$ cat config.mk
export PLATFORM = sky130hd
export DESIGN_NAME = ili_spi_scheduler
export DESIGN_NICKNAME = d
export VERILOG_FILES = /design/src/rtl/ili_spi_scheduler.sv
export SDC_FILE = /design/constraint.sdc
export NUM_CORES = 1
export LEC_CHECK = 0
export BUFFER_PORTS_ARGS = -buffer_cell sky130_fd_sc_hd__buf_2
export CAP_MARGIN = 20
export CORE_ASPECT_RATIO = 0.7
export CORE_MARGIN = 2
export CORE_UTILIZATION = 44
export CTS_CLUSTER_SIZE = 12
export DETAILED_ROUTE_END_ITERATION = 8
export GPL_ROUTABILITY_DRIVEN = 0
export PLACE_DENSITY = 0.78
export SETUP_SLACK_MARGIN = 0.05
export SYNTH_ARGS = -nofsm -noshare
export SYNTH_HDL_FRONTEND = slang
export SYNTH_SLANG_ARGS = --single-unit
export TNS_END_PERCENT = 30
$ cat constraint.sdc
create_clock -name clk -period 2.3 [get_ports clk]
set_input_delay 0.345 -clock clk [delete_from_list [all_inputs] [get_ports clk]]
set_output_delay 0.345 -clock clk [all_outputs]
set_load 0.02 [all_outputs]
$ cat src/rtl/ili_spi_scheduler.sv
// Arbitrates the ILI9225 SPI byte channel between register writes and pixel
// streaming, serialising each request into {dc, byte} words for spi_master.
module ili_spi_scheduler #(
  parameter logic [15:0] GRAM_INDEX = 16'h0022
) (
  input  logic        clk,
  input  logic        rst,
  input  logic        cmd_req,
  input  logic [15:0] cmd_index,
  input  logic [15:0] cmd_data,
  output logic        cmd_ack,
  input  logic        pix_valid,
  input  logic [15:0] pix_data,
  input  logic        pix_last,
  output logic        pix_ready,
  output logic [8:0]  spi_word,
  output logic        spi_valid,
  input  logic        spi_idle,
  output logic        busy,
  output logic        gram_open
);

  typedef enum logic [3:0] {
    IDLE, CMD_IH, CMD_IL, CMD_DH, CMD_DL, GR_IH, GR_IL, PIX_H, PIX_L
  } state_t;

  typedef enum logic [1:0] {ISSUE, WAIT_LO, WAIT_HI} phase_t;

  state_t      state, state_n;
  phase_t      phase, phase_n;
  logic [15:0] idx_q, idx_n, dat_q, dat_n, pix_q, pix_n;
  logic        last_q, last_n;
  logic        ack_n, ready_n, valid_n, gram_n;
  logic [8:0]  word_n;

  always_ff @(posedge clk) begin
    if (rst) begin
      state     <= IDLE;
      phase     <= ISSUE;
      idx_q     <= '0;
      dat_q     <= '0;
      pix_q     <= '0;
      last_q    <= 1'b0;
      cmd_ack   <= 1'b0;
      pix_ready <= 1'b0;
      spi_valid <= 1'b0;
      spi_word  <= '0;
      gram_open <= 1'b0;
    end else begin
      state     <= state_n;
      phase     <= phase_n;
      idx_q     <= idx_n;
      dat_q     <= dat_n;
      pix_q     <= pix_n;
      last_q    <= last_n;
      cmd_ack   <= ack_n;
      pix_ready <= ready_n;
      spi_valid <= valid_n;
      spi_word  <= word_n;
      gram_open <= gram_n;
    end
  end

  // Every pixel returns to IDLE, so a pending command is only ever taken
  // between pixels.
  always_comb begin
    state_n = state;
    phase_n = phase;
    if (state == IDLE) begin
      phase_n = ISSUE;
      if (cmd_req)                      state_n = CMD_IH;
      else if (pix_valid && !gram_open) state_n = GR_IH;
      else if (pix_valid)               state_n = PIX_H;
    end else begin
      case (phase)
        ISSUE:   if (spi_idle)  phase_n = WAIT_LO;
        WAIT_LO: if (!spi_idle) phase_n = WAIT_HI;
        WAIT_HI: if (spi_idle) begin
          phase_n = ISSUE;
          case (state)
            CMD_IH:  state_n = CMD_IL;
            CMD_IL:  state_n = CMD_DH;
            CMD_DH:  state_n = CMD_DL;
            GR_IH:   state_n = GR_IL;
            PIX_H:   state_n = PIX_L;
            default: state_n = IDLE;
          endcase
        end
        default: phase_n = ISSUE;
      endcase
    end
  end

  always_comb begin
    idx_n   = idx_q;
    dat_n   = dat_q;
    pix_n   = pix_q;
    last_n  = last_q;
    ack_n   = 1'b0;
    ready_n = 1'b0;
    valid_n = 1'b0;
    gram_n  = gram_open;
    if (state == IDLE) begin
      if (cmd_req) begin
        idx_n  = cmd_index;
        dat_n  = cmd_data;
        ack_n  = 1'b1;
        gram_n = 1'b0;
      end else if (pix_valid && gram_open) begin
        pix_n   = pix_data;
        last_n  = pix_last;
        ready_n = 1'b1;
      end
    end else begin
      if (phase == ISSUE && spi_idle) valid_n = 1'b1;
      if (phase == WAIT_HI && spi_idle) begin
        if (state == GR_IL)           gram_n = 1'b1;
        if (state == PIX_L && last_q) gram_n = 1'b0;
      end
    end
    // Word is loaded on entry to each byte state and held until it is left.
    case (state_n)
      CMD_IH:  word_n = {1'b0, idx_n[15:8]};
      CMD_IL:  word_n = {1'b0, idx_n[7:0]};
      CMD_DH:  word_n = {1'b1, dat_n[15:8]};
      CMD_DL:  word_n = {1'b1, dat_n[7:0]};
      GR_IH:   word_n = {1'b0, GRAM_INDEX[15:8]};
      GR_IL:   word_n = {1'b0, GRAM_INDEX[7:0]};
      PIX_H:   word_n = {1'b1, pix_n[15:8]};
      PIX_L:   word_n = {1'b1, pix_n[7:0]};
      default: word_n = '0;
    endcase
  end

  assign busy = (state != IDLE);

endmodule

==> impl_metrics.toml <==
[outcome]
outcome = "finished with violations"
failed_checks = "negative setup slack"

[layout]
num-nets-final = 492
utilization_pct = 59.7
antenna_cells = 0
stdcell_count = 537
area_delta_synth_final_pct = 29.1
drive_above_1_share_pct = 33.2
stdcell_area_um2 = 4110
nFillCells = 620

[yosys]
synth_top_area_share_pct = 42.8
ys_types = 53
synth_xor_area_share_pct = 0.826
synth_nets = 408
syn_area_um2 = 3180
ys_seq_area_share_pct = 42.8
yosysWarnings = 0
synth_edf_count = 0
yosysTopAreaCell = "dfxtp_1"
synth.area.top_cells = "dfxtp_1 43%, mux2i_1 10%, nor2_1 5.4%, nand2_1 4.5%, nor3_1 3.6%"
async_flop_share_pct = 0
yosys_register_bits = 68
avgSynthCellArea_um2 = 8.98
synth_cells = 354
synthSimpleGateAreaFrac_pct = 22.7
synth_top_family_by_area = "simple AND/OR/NAND/NOR gates"
synthMuxAreaShare_pct = 12.3
synth_ff_type = "dfxtp_1"
synth_fa_ha_area_share_pct = 0
synth.most_common_cell = "dfxtp_1"
synth_top_cells_by_count = "68 x dfxtp_1, 46 x nor2_1, 38 x nand2_1"
synth_compound_area_share_pct = 17.0

[floorplan]
initial_core_util_pct = 46.2
die_h_um = 75.1
fp.dieW_um = 106
io_pins = 68
rows = 25
fp.dieArea_um2 = 7940
core_um2 = 6880

[sta]
fmax_ghz = 0.434
min_period_ns = 2.30
finalHoldViolations = 0
worstMarginPinSlew_ns = 0.574
setup_tns_ns = -0.00211
slew_viol_final = 0
slew_headroom_pct = 61.3
setup_viol = 1
holdWs_ns = 0.222
fin_ws_ns = -0.00211
finalCritPeriodShare_pct = 100
fin_skew_ns = 0.00947
rsz0062_at_grt = "yes"

[drt]
drt_iter0_markers = 223
vias = 2958
wl_per_cell_um = 16.3
dr.pass1.iters = 5
ant_nets = 0
wirelength_mm = 8.73
routed_via_density = 5.51
drc = 0

[grt]
overflow = 0
antenna_found_initial = 0
grt_pass1_wl_mm = 13.7
grt.total_usage_pct = 22.3
grt_max_degree = 53
grt_pass1_vias = 2867

[worst_setup_path]
worstPathMaxFanout = 10
crit_path_end_kind = "flip-flop"
crit_type = "flip-flop to flip-flop"
cp.required_ns = 2.55
crit_path_start_kind = "flip-flop"
cp.arrival_ns = 2.55

[place]
dp.cells = 514
dpl_cell_area_um2 = 3730
dp_hpwl_mm = 6.26
port_buffers = 67

[cts]
cts_root_buf = "clkbuf_8"
clk_pin_slew_worst_paths_ns = 0.08
cts_tree = "built"
clock_latency_ns = 0.34
holdBufCountCts = 0
cts_buffers = 9
cts_sinks = 68
htreeDepth = 3
clockBufferDepth = 2

[power]
powerDensity_nw_per_um2 = 711
p_leak_nw = 1.60
irDropWorstVdd_v = 0.000373

[min_path]
min_path_type = "input port to flip-flop"

[flow_run]
max_cap_violations = 0
==> flip-flops by register name, summed over array words and instances (netlist names) <==
register   cells
cmd_ack        1
dat_q         16
gram_open      1
idx_q         16
last_q         1
phase          2
pix_q         16
pix_ready      1
spi_valid      1
spi_word       9
state          4
==> kinds of logic after synthesis <==
group,Yosys count
AO/OA/AOI/OAI,70
multiplexers,38
buffers and inverters,29
flip-flops,68
XOR/XNOR,3
AND/OR/NAND/NOR,146
==> final timing paths <==
kind,start,endpoint,slack (ns),cells past startpoint
worst max-delay path,state[3],spi_word[6],-0.002,8
worst min-delay path,spi_idle,phase[1],0.22,2
worst max register to register,state[3],spi_word[6],-0.002,8
worst min register to register,dat_q[9],dat_q[9],0.46,2
==> layout make-up <==
| type | instances | area (µm²) | share of cell area [%] |
|---|---|---|---|
| inverter | 2 | 7.51 | 0.183 |
| multi-input combinational | 257 | 1740 | 42.4 |
| tap | 94 | 118 | 2.86 |
| clock buffer | 11 | 141 | 3.44 |
| sequential | 68 | 1370 | 33.4 |
| clock inverter | 5 | 85.1 | 2.07 |
| timing repair buffer | 100 | 646 | 15.7 |
==> critical path, cell delays in order, from the launching register on <==
cell	delay (ns)
dfxtp_2	0.34
nor4_4	0.31
inv_2	0.08
mux2_4	0.33
o221a_4	0.35
buf_4	0.17
nor3_1	0.21
o21ai_1	0.12
a311oi_2	0.28
==> per-stage QoR <==
stage / setup slack (ns) / total power [mW]
after detailed placement: 0.00868 / 1.79
final: -0.00211 / 2.92
after floorplan: -0.130 / 1.61
after global routing: -0.0305 / 3.05
after CTS: 0.0348 / 2.88
after global placement: 0.0670 / 1.78
==> power breakdown <==
| part | switching, mW | leakage [nW] | internal [mW] |
|---|---|---|---|
| Clock | 0.457 | 0.110 | 0.644 |
| Combinational | 0.305 | 0.931 | 0.249 |
| Sequential | 0.0284 | 0.556 | 1.24 |
==> cell usage in the layout (no fill, tap or decap), types with 2 or more instances in the layout <==
master,netlist,routed
clkinv_4,0,2
mux2i_1,33,33
dfxtp_1,68,63
nand4b_1,2,2
a21oi_1,15,15
buf_6,2,2
o21bai_1,2,2
o21ai_0,10,6
bufinv_16,0,2
a21o_1,6,6
nor2_1,46,46
or3_1,5,5
a21boi_0,4,4
a311oi_2,4,7
dfxtp_2,0,4
nor2b_1,7,7
mux2_2,4,4
a311o_1,5,5
nor4_1,3,2
o21ai_1,2,5
nand3b_1,2,2
clkbuf_8,0,10
a22oi_2,1,2
xnor2_1,2,2
a211oi_1,5,5
buf_12,0,3
and3b_1,2,2
nor3_1,23,23
nand2_1,38,37
buf_2,6,67
o22ai_1,2,2
nand3_1,7,7
buf_4,3,27
==> timing repair <==
action,4_1_cts,5_1_grt
resized for setup,3,21
setup buffers,0,6
gates cloned,0,1
endpoints found under the setup margin,7,8
pin swaps,0,5
==> routing by layer <==
metal	track usage (%)	vias up	share of wire, %
li1	-	1436	-
met1	28.4	1417	47
met2	37.5	95	46
met3	7.53	10	6.0
met4	5.41	0	0.92
met5	0	-	0
Note: power is estimated with default switching activity, not from simulation.
